==> config.mk <==
export PLATFORM = sky130hd
export DESIGN_NAME = ifetch_unit
export DESIGN_NICKNAME = d
export VERILOG_FILES = /design/src/rtl/ifetch_unit.sv
export SDC_FILE = /design/constraint.sdc
export NUM_CORES = 1
export LEC_CHECK = 0
export ABC_AREA = 1
export CAP_MARGIN = 0
export CORE_AREA = 2 2 202 204
export DETAILED_ROUTE_END_ITERATION = 8
export DIE_AREA = 0 0 204 206
export PLACE_DENSITY_LB_ADDON = 0.15
export SLEW_MARGIN = 0
export SYNTH_ARGS = -nofsm -noshare
export SYNTH_HDL_FRONTEND = slang
export SYNTH_SLANG_ARGS = --single-unit
==> constraint.sdc <==
create_clock -name clk -period 16.3 [get_ports clk]
set_input_delay 3.26 -clock clk [delete_from_list [all_inputs] [get_ports clk]]
set_output_delay 3.26 -clock clk [all_outputs]
set_load 0.01 [all_outputs]
==> src/rtl/ifetch_unit.sv <==
// rtl/ifetch_unit.sv - sequential instruction fetch with in-order fetch queue, redirect and fault halt
module ifetch_unit #(
  parameter logic [63:0] RESET_PC  = 64'h0,
  parameter int          QDEPTH    = 2,
  parameter logic [31:0] NOP_INSTR = 32'h00000013
) (
  input  logic        clk,
  input  logic        rst,
  output logic [63:0] imem_addr,
  input  logic [31:0] imem_instr,
  input  logic        imem_exc_en,
  input  logic [3:0]  imem_exc_code,
  input  logic [63:0] imem_exc_val,
  input  logic        redirect_en,
  input  logic [63:0] redirect_pc,
  output logic        out_valid,
  input  logic        out_ready,
  output logic [63:0] out_pc,
  output logic [31:0] out_instr,
  output logic        out_exc_en,
  output logic [3:0]  out_exc_code,
  output logic [63:0] out_exc_val,
  output logic        fetch_halted
);

  localparam int PW = (QDEPTH > 1) ? $clog2(QDEPTH) : 1;
  localparam int CW = PW + 1;
  localparam logic [CW-1:0] DEPTH = CW'(QDEPTH);

  typedef enum logic [0:0] {RUN, HALT} state_t;

  state_t state, next_state;

  logic [63:0]   fetch_pc;
  logic [PW-1:0] head, tail;
  logic [CW-1:0] count;

  logic [63:0] q_pc       [QDEPTH];
  logic [31:0] q_instr    [QDEPTH];
  logic        q_exc_en   [QDEPTH];
  logic [3:0]  q_exc_code [QDEPTH];
  logic [63:0] q_exc_val  [QDEPTH];

  logic        pop, push;
  logic [31:0] new_instr;
  logic        new_exc_en;
  logic [3:0]  new_exc_code;
  logic [63:0] new_exc_val;

  assign imem_addr = fetch_pc;

  // Head of queue is presented straight from registers; empty queue shows idle values
  assign out_valid    = (count != '0);
  assign out_pc       = out_valid ? q_pc[head]       : 64'h0;
  assign out_instr    = out_valid ? q_instr[head]    : NOP_INSTR;
  assign out_exc_en   = out_valid ? q_exc_en[head]   : 1'b0;
  assign out_exc_code = out_valid ? q_exc_code[head] : 4'h0;
  assign out_exc_val  = out_valid ? q_exc_val[head]  : 64'h0;
  assign fetch_halted = (state == HALT);

  assign pop  = out_valid & out_ready;
  assign push = (state == RUN) & ((count < DEPTH) | pop) & ~redirect_en;

  // Build the entry for the current fetch; misalignment outranks a memory fault
  always_comb begin
    new_instr    = imem_instr;
    new_exc_en   = 1'b0;
    new_exc_code = 4'h0;
    new_exc_val  = 64'h0;
    if (fetch_pc[1:0] != 2'b00) begin
      new_instr    = NOP_INSTR;
      new_exc_en   = 1'b1;
      new_exc_val  = fetch_pc;
    end else if (imem_exc_en) begin
      new_instr    = NOP_INSTR;
      new_exc_en   = 1'b1;
      new_exc_code = imem_exc_code;
      new_exc_val  = imem_exc_val;
    end
  end

  // Next fetch state: redirect always resumes, a faulted push stops fetching
  always_comb begin
    next_state = state;
    if (redirect_en) begin
      next_state = RUN;
    end else if (push && new_exc_en) begin
      next_state = HALT;
    end
  end

  // State register
  always_ff @(posedge clk) begin
    if (!rst) begin
      state <= RUN;
    end else begin
      state <= next_state;
    end
  end

  // Fetch PC, queue pointers and occupancy; redirect kills every entry including the head
  always_ff @(posedge clk) begin
    if (!rst) begin
      fetch_pc <= RESET_PC;
      head     <= '0;
      tail     <= '0;
      count    <= '0;
    end else if (redirect_en) begin
      fetch_pc <= redirect_pc;
      head     <= '0;
      tail     <= '0;
      count    <= '0;
    end else begin
      if (push) begin
        tail <= tail + PW'(1);
        if (!new_exc_en) begin
          fetch_pc <= fetch_pc + 64'd4;
        end
      end
      if (pop) begin
        head <= head + PW'(1);
      end
      if (push && !pop) begin
        count <= count + CW'(1);
      end else if (pop && !push) begin
        count <= count - CW'(1);
      end
    end
  end

  // Queue storage; contents are only meaningful behind the occupancy count
  always_ff @(posedge clk) begin
    if (rst && push) begin
      q_pc[tail]       <= fetch_pc;
      q_instr[tail]    <= new_instr;
      q_exc_en[tail]   <= new_exc_en;
      q_exc_code[tail] <= new_exc_code;
      q_exc_val[tail]  <= new_exc_val;
    end
  end

endmodule

==> results.json, run 1 <==
{
  "synth_seq_cells": 400,
  "gp_congestion": 0.929,
  "rsz0062_at_grt": "no",
  "grt_use_total_pct": 27.5,
  "synth_adder_area_share_pct": 0.138,
  "skew_ns": 0.0159,
  "cts.htree.levels": 2,
  "die_h_um": 206,
  "syn_nets": 2112,
  "clkLatencyLatePin_ns": 0.57,
  "synth_simple_gate_area_share_pct": 22.0,
  "worstPathRequired_ns": 13.04,
  "core.rowCount": 74,
  "fin_ws_ns": 9.40,
  "hold_viol": 0,
  "yosys.area.top_type": "edfxtp_1",
  "first_global_vias": 14867,
  "post-cts-setup-buffer-count": 0,
  "startpoint_type": "flop",
  "detail-route-antenna-nets": 0,
  "ctsHoldBuffers": 0,
  "status": "completed",
  "worst_pin_slew_ns": 1.25,
  "numCtsBuffers": 43,
  "dpl.hpwl_mm": 40.0,
  "power_frac_comb_pct": 12.9,
  "cts_tree": "yes",
  "post_cts_resized": 0,
  "wl_per_cell_um": 20.8,
  "finalSetupTns_ns": 0,
  "drt_wl_total_mm": 59.5,
  "synth_top_area_share_pct": 54.7,
  "synth.distinct_cells": 34,
  "layout_common_cells": "610 x nand2_1, 397 x clkdlybuf4s50_1, 330 x edfxtp_1, 232 x a21oi_1, 161 x nor2_1",
  "final_max_slew_viol_count": 0,
  "clock-sinks": 400,
  "routed-via-count": 15535,
  "clk_pin_slew_ns": 0.06,
  "hp-class": "flop to flop",
  "p_int_mw": 1.87,
  "critPathKind": "flop to primary output",
  "synth-compound-area-share_pct": 10.2,
  "relSlewSlack_pct": 16.1,
  "nNetsFinal": 2462,
  "critPathMaxFanout": 97,
  "drv_cap": 0,
  "yosysSeqAreaShare_pct": 62.5,
  "syn_inst": 1941,
  "io_buffers": 399,
  "fin_total_pwr_mw": 2.49,
  "routed_via_density": 5.43,
  "start_util_pct": 45.1,
  "synth_top_family_by_area": "simple AND/OR/NAND/NOR gates",
  "switching_power_mw": 0.620,
  "grt.overflow.total": 0,
  "final_common_cell": "nand2_1",
  "fp.dieW_um": 204,
  "antenna_found_initial": 9,
  "firstDrtPassIters": 5,
  "drcViolationCount": 0,
  "area_delta_synth_final_pct": 31.9,
  "ctsRootBufferMaster": "clkbuf_16",
  "timing.critical_path.slowest_stage_cell": "buf_4",
  "grt_max_degree": 100,
  "synthTopCellsByArea": "edfxtp_1 55%, nand2_1 13%, dfxtp_1 7.7%, a21oi_1 6.4%, nand3_1 3.4%",
  "arrival_ns": 3.64,
  "swShare_pct": 24.9,
  "grt_pass1_wl_mm": 87.5,
  "synthXorXnorAreaFrac_pct": 0.725,
  "drt_iter0_markers": 1302,
  "yosys_warnings": 0,
  "fmax_mhz": 145,
  "boundaryPins": 400,
  "fin_crit_sh_pct": 42.3,
  "crit_chain": "inv_6 -> buf_4 -> nand2_1 -> a21oi_1 -> clkdlybuf4s50_1",
  "post-place-ws_ns": 9.31,
  "ir_drop_mv": 0.0759,
  "drive_above_1_share_pct": 5.51,
  "crit_path_max_incr_delay_ns": 0.90,
  "crit_buf_inv": 3,
  "synth_area_mm2": 0.0181,
  "power.leakage_nw": 8.40,
  "core_mm2": 0.0402,
  "setup_viol": 0,
  "fin_crit_ns": 6.90,
  "seq_power_share_pct": 48.1,
  "cp-end-kind": "primary output",
  "die_area_mm2": 0.0420,
  "power_density_mw_per_mm2": 104,
  "p_clk_share_pct": 39.0,
  "clock_path_buffers": 3,
  "fin_hold_ws_ns": 0.473,
  "critPathTopFamily": "buffers and inverters",
  "synth_mux_area_share_pct": 0,
  "avgSynthCellArea_um2": 9.33
}
-- cell usage after synthesis --
| cell | n |
|---|---|
| o21ai_0 | 70 |
| a21o_1 | 1 |
| nand2_4 | 1 |
| nor2_1 | 162 |
| o21ai_1 | 5 |
| or2_2 | 3 |
| buf_1 | 27 |
| nor2_2 | 14 |
| nand3b_1 | 2 |
| nand3_2 | 1 |
| o211ai_1 | 13 |
| inv_1 | 90 |
| nor2_4 | 3 |
| a31oi_1 | 8 |
| buf_2 | 14 |
| nor3_1 | 16 |
| a21oi_1 | 232 |
| ha_1 | 2 |
| edfxtp_1 | 330 |
| nor2_8 | 1 |
| o221ai_1 | 1 |
| dfxtp_1 | 70 |
| nand2_2 | 10 |
| nand2_1 | 610 |
| nand3_1 | 122 |
| nand4_1 | 20 |
| nor3_2 | 2 |
| a221oi_1 | 1 |
| a22oi_1 | 18 |
| clkbuf_1 | 68 |
| buf_4 | 2 |
| xnor2_1 | 4 |
| inv_2 | 7 |
| xor2_1 | 11 |
-- cells by family (layout without fill, tap and decap cells) --
group	Yosys count	in the layout
AND/OR/NAND/NOR	967	967
AO/OA/AOI/OAI	349	349
other	0	5
XOR/XNOR	15	15
adder cells (fa/ha/maj)	2	2
flip-flops	400	400
buffers and inverters	208	591
-- final timing paths --
path | startpoint | end | slack [ns] | depth (start not counted)
hold reg to reg | head$_SDFFE_PP0P_ | flop | 0.47 | 1
setup reg to reg | count[1]$_SDFFE_PP0P_ | count[1]$_SDFFE_PP0P_ | 13.10 | 9
hold / removal | head$_SDFFE_PP0P_ | flop | 0.47 | 1
setup / recovery | flop | out_exc_val[24] | 9.40 | 5
-- power groups by stage --
stage | Sequential (mW) | Clock [mW] | Combinational [mW]
after floorplan | 1.22 | 0 | 0.144
after global placement | 1.22 | 0 | 0.319
after detailed placement | 1.22 | 0 | 0.321
after CTS | 1.20 | 0.986 | 0.324
after global routing | 1.20 | 1.02 | 0.348
final | 1.20 | 0.971 | 0.323
-- registers in the layout, summed over array words and instances, names as in the netlist, named ones only --
name          flops
count             2
fetch_halted      1
head              1
imem_addr        64
q_exc_code        8
q_exc_en          2
q_exc_val       128
q_instr          64
q_pc            128
tail              1
-- per-stage QoR --
step	std cells	util, %	area, um^2
2_1_floorplan	1941	-	18100
3_3_place_gp	2778	55.9	22500
3_5_place_dp	2778	55.9	22500
4_1_cts	2856	59.4	23900
5_1_grt	2859	59.4	23900
6_report	2861	59.4	23900
-- cell type report --
cell class / instances / area (um^2)
timing repair buffer: 416 / 4110
clock buffer: 61 / 1220
fill: 3509 / 16300
antenna: 5 / 12.5
tap: 532 / 666
inverter: 97 / 369
sequential: 400 / 11300
multi-input combinational: 1333 / 6020
clock inverter: 17 / 170
-- per-layer routing --
| layer | up-vias | part of all wire (%) | track usage, % | wire length [um] |
|---|---|---|---|---|
| li1 | 7324 | - | - | - |
| met1 | 7424 | 42 | 37.1 | 24900 |
| met2 | 646 | 47 | 43.9 | 27700 |
| met3 | 133 | 7.6 | 4.89 | 4550 |
| met4 | 8 | 3.8 | 12.1 | 2250 |
| met5 | - | 0.11 | 0 | 66 |
Power figures use the tool's default switching activity.
==> run 2, diff against run 1 <==
- clock period: 16.3 -> 6 ns (I/O delays scaled with it)
==> results.json, run 2 (same netlist as run 1, synthesis figures left out) <==
{
  "status": "completed",
  "worstPathRequired_ns": 4.80,
  "fin_crit_ns": 4.90,
  "fin_crit_sh_pct": 81.6,
  "cts_tree": "yes",
  "final_max_slew_viol_count": 0,
  "fin_ws_ns": 1.10,
  "grt_max_degree": 113,
  "rrSetupSlack_ns": 3.23,
  "layout_common_cells": "610 x nand2_1, 397 x clkdlybuf4s50_1, 330 x edfxtp_1, 232 x a21oi_1, 160 x nor2_1",
  "post-cts-setup-buffer-count": 0,
  "antenna_found_initial": 17,
  "power_density_mw_per_mm2": 279,
  "use_met3_pct": 5.90,
  "wl_per_cell_um": 21.0,
  "reg_top3": "q_exc_val: 128 flops, q_pc: 128 flops",
  "routed_via_density": 5.45,
  "final_common_cell": "nand2_1",
  "crit_chain": "inv_6 -> buf_4 -> nand2_1 -> a21oi_1 -> clkdlybuf4s50_1",
  "clock-sinks": 400,
  "grt.overflow.total": 0,
  "arrival_ns": 3.70,
  "p_int_mw": 5.02,
  "multiInputGateArea_mm2": 0.00603,
  "die_area_mm2": 0.0420,
  "cts.htree.levels": 2,
  "post_cts_resized": 0,
  "power.leakage_nw": 8.39,
  "routed-via-count": 15638,
  "placed_area_mm2": 0.0225,
  "core.rowCount": 74,
  "numCtsBuffers": 43,
  "skew_ns": 0.0244,
  "fp.dieW_um": 204,
  "clk_pin_slew_ns": 0.06,
  "timing.critical_path.slowest_stage_cell": "inv_6",
  "final_util_pct": 59.5,
  "die_h_um": 206,
  "p_clk_share_pct": 38.1,
  "switching_power_mw": 1.66,
  "start_util_pct": 45.1,
  "nNetsFinal": 2462,
  "startpoint_type": "flop",
  "core_mm2": 0.0402,
  "fillers": 3499,
  "swShare_pct": 24.8,
  "grt_use_total_pct": 28.0,
  "finalSetupTns_ns": 0,
  "fin_hold_ws_ns": 0.460,
  "fmax_mhz": 204,
  "post-place-ws_ns": 1.78,
  "dpl.hpwl_mm": 41.1,
  "setup_viol": 0,
  "layout.cells.non_filler": 2870,
  "detail-route-antenna-nets": 0,
  "boundaryPins": 400,
  "cp-end-kind": "primary output",
  "r2r-end": "q_exc_val[0][28]$_DFFE_PP_",
  "critPathMaxFanout": 112,
  "area_delta_synth_final_pct": 32.0,
  "hold_viol": 0,
  "rsz0062_at_grt": "no",
  "crit_path_max_incr_delay_ns": 0.79,
  "busiest_layer": "met2",
  "clkLatencyLatePin_ns": 0.58,
  "seq_area_mm2": 0.0113,
  "drt_iter0_markers": 1364,
  "relSlewSlack_pct": 24.3,
  "drcViolationCount": 0,
  "timing.rr.start": "imem_addr[1]$_SDFFE_PN0P_",
  "worst_pin_slew_ns": 1.14,
  "critPathKind": "flop to primary output",
  "ctsRootBufferMaster": "clkbuf_16",
  "fin_area_mm2": 0.0239,
  "met2_usage_pct": 43.5,
  "grt_pass1_wl_mm": 88.9,
  "met1_usage_pct": 38.1,
  "firstDrtPassIters": 5,
  "gp_congestion": 0.960,
  "seq_power_share_pct": 48.9,
  "clock_path_buffers": 3,
  "critPathCapture": "out_exc_val[24]",
  "drv_cap": 0,
  "fin_total_pwr_mw": 6.67,
  "ir_drop_mv": 0.253,
  "drt_wl_total_mm": 60.2,
  "drive_above_1_share_pct": 5.42,
  "hp-class": "flop to flop",
  "power_frac_comb_pct": 13.1,
  "first_global_vias": 14922,
  "ctsHoldBuffers": 0,
  "dp.cells": 2778,
  "io_buffers": 399,
  "reg2reg_depth": 5
}
run 2: power groups by stage:
| stage | clock, mW | sequential (mW) | combinational [mW] |
|---|---|---|---|
| detailed placement | 0 | 3.32 | 0.873 |
| global route | 2.69 | 3.27 | 0.947 |
| floorplan | 0 | 3.29 | 0.394 |
| CTS | 2.58 | 3.26 | 0.877 |
| finish | 2.54 | 3.26 | 0.873 |
| global placement | 0 | 3.31 | 0.862 |
run 2: metal layers:
layer,vias up,wire length [um]
met2,693,27900
met3,121,4800
met1,7488,25300
met4,8,2160
met5,-,57
li1,7328,-
run 2: worst min-delay path by stage:
stage                      startpoint           endpoint  slack [ns]  depth (start not counted)
global route        head$_SDFFE_PP0P_               flop        0.47                          1
CTS                 head$_SDFFE_PP0P_  head$_SDFFE_PP0P_        0.46                          1
global placement    head$_SDFFE_PP0P_  head$_SDFFE_PP0P_        0.44                          1
finish              head$_SDFFE_PP0P_  head$_SDFFE_PP0P_        0.46                          1
floorplan           head$_SDFFE_PP0P_               flop        0.43                          1
detailed placement  head$_SDFFE_PP0P_  head$_SDFFE_PP0P_        0.45                          1
run 2: critical path: cells and delay by family, from the launching register on:
family / cells / cell delay [ns]
buffers and inverters: 3 / 1.95
DFF: 1 / 0.58
AOI/OAI and AO/OA: 1 / 0.18
and+or+nand+nor: 1 / 0.14
run 2: area by class of cell:
cell class / instances / share of cell area, %
diodes: 15 / 0.157
flip-flops and latches: 400 / 47.3
inverters: 97 / 1.54
clock inverters: 13 / 0.356
well taps: 532 / 2.79
repair buffers: 416 / 17.4
multi-input cells: 1333 / 25.2
clock buffers: 64 / 5.22
==> run 3, diff against run 2 <==
- clock period: 6 -> 4.05 ns (I/O delays scaled with it)
==> results.json, run 3 (same netlist as run 1, synthesis figures left out) <==
{
  "status": "completed",
  "ir_drop_mv": 0.400,
  "critPathKind": "flop to primary output",
  "power_density_mw_per_mm2": 420,
  "clock-sinks": 400,
  "boundaryPins": 400,
  "r2r-end": "imem_addr[46]$_SDFFE_PN0P_",
  "core.rowCount": 74,
  "numCtsBuffers": 43,
  "grt_use_total_pct": 27.5,
  "clock_path_buffers": 3,
  "min_path_cells": 1,
  "relSlewSlack_pct": 24.2,
  "routed-via-count": 15504,
  "startpoint_type": "flop",
  "timing.rr.start": "imem_addr[1]$_SDFFE_PN0P_",
  "fmax_mhz": 281,
  "core_mm2": 0.0402,
  "dpl.hpwl_mm": 40.2,
  "ctsHoldBuffers": 0,
  "reg_top3": "q_exc_val: 128 flops, q_pc: 128 flops",
  "fin_ws_ns": 0.492,
  "crit_buf_inv": 2,
  "drt_iter0_markers": 1335,
  "rsz0062_at_grt": "no",
  "area_delta_synth_final_pct": 33.1,
  "gp_congestion": 0.961,
  "final_common_cell": "nand2_1",
  "critPathMaxFanout": 165,
  "antenna_found_initial": 16,
  "power.leakage_nw": 8.47,
  "fin_crit_ns": 3.56,
  "hold_viol": 0,
  "cp-end-kind": "primary output",
  "worstPathRequired_ns": 3.24,
  "drt_wl_total_mm": 59.3,
  "firstDrtPassIters": 6,
  "finalSetupTns_ns": 0,
  "post-place-ws_ns": 1.04,
  "clkLatencyLatePin_ns": 0.57,
  "worst_pin_slew_ns": 1.14,
  "rrSetupSlack_ns": 1.73,
  "wl_per_cell_um": 20.6,
  "layout_common_cells": "610 x nand2_1, 397 x clkdlybuf4s50_1, 330 x edfxtp_1, 232 x a21oi_1, 160 x nor2_1",
  "setup_viol": 0,
  "die_area_mm2": 0.0420,
  "hp-class": "flop to flop",
  "routed_via_density": 5.39,
  "min_from": "head$_SDFFE_PP0P_",
  "final_max_slew_viol_count": 0,
  "fin_total_pwr_mw": 10.1,
  "reg2reg_depth": 7,
  "fp.dieW_um": 204,
  "clk_pin_slew_ns": 0.06,
  "drcViolationCount": 0,
  "grt_pass1_wl_mm": 87.8,
  "post_cts_resized": 0,
  "cts.htree.levels": 2,
  "grt.overflow.total": 0,
  "grt_max_degree": 166,
  "crit_path_max_incr_delay_ns": 0.65,
  "nNetsFinal": 2468,
  "first_global_vias": 14946,
  "ctsRootBufferMaster": "clkbuf_16",
  "drv_cap": 0,
  "start_util_pct": 45.1,
  "critPathTopFamily": "buffers and inverters",
  "fin_crit_sh_pct": 87.9,
  "io_buffers": 399,
  "skew_ns": 0.0160,
  "crit_chain": "buf_12 -> nand2_1 -> a21oi_1 -> clkdlybuf4s50_1",
  "drive_above_1_share_pct": 5.96,
  "timing.critical_path.slowest_stage_cell": "clkdlybuf4s50_1",
  "post-cts-setup-buffer-count": 0,
  "die_h_um": 206,
  "detail-route-antenna-nets": 0,
  "fillers": 3495,
  "arrival_ns": 2.75,
  "cts_tree": "yes"
}
==> run 3: final cells by class <==
cell class                      count  area, um^2  share of cell area [%]
Sequential cell                   400       11300                    47.0
Multi-Input combinational cell   1333        6040                    25.0
Timing Repair Buffer              422        4240                    17.6
Clock buffer                       54        1170                    4.85
Tap cell                          532         666                    2.76
Inverter                           97         369                    1.53
Clock inverter                     25         265                    1.10
Antenna cell                       13        32.5                   0.135
==> run 3: report_power, final <==
part	switching [mW]	total [mW]	internal (mW)	leakage [nW]
clock	1.61	3.98	2.37	0.692
sequential	0.150	4.82	4.67	3.65
combinational	0.729	1.32	0.588	4.13
==> run 3: routing by layer <==
| layer | vias to the layer above | track usage, % | routed length, um |
|---|---|---|---|
| met4 | 6 | 13.4 | 2230 |
| li1 | 7344 | - | - |
| met3 | 127 | 5.05 | 4350 |
| met2 | 614 | 43.7 | 27900 |
| met1 | 7413 | 36.6 | 24700 |
| met5 | - | 0 | 44 |
==> run 3: through the flow <==
step           area [um^2]  std cells  hold slack, ns  utilization, %
6_report             24100       2876           0.445            60.0
5_1_grt              24100       2874           0.471            60.0
4_1_cts              24100       2863           0.449            59.9
3_5_place_dp         22600       2784           0.437            56.3
3_3_place_gp         22600       2784           0.434            56.3
2_1_floorplan        18200       1941           0.425               -
==> run 3: worst max path at each step <==
stage	cells after the start	slack [ns]	startpoint	end
after floorplan	4	-1.43	redirect_en	q_exc_code[1][0]$_DFFE_PP_
after global placement	10	1.16	out_ready	imem_addr[48]$_SDFFE_PN0P_
after detailed placement	9	1.04	out_ready	imem_addr[55]$_SDFFE_PN0P_
after CTS	5	0.50	flop	out_exc_val[63]
after global routing	5	0.40	flop	out_exc_val[31]
final	4	0.49	flop	out_exc_val[27]
==> run 3: worst reg2reg max path, stage by stage (launching register included) <==
cell	delay, ns
dfxtp_1	0.48
nor2_4	0.13
nand3_1	0.20
buf_4	0.31
nand2_2	0.13
inv_2	0.60
a22oi_1	0.18
a21oi_1	0.20
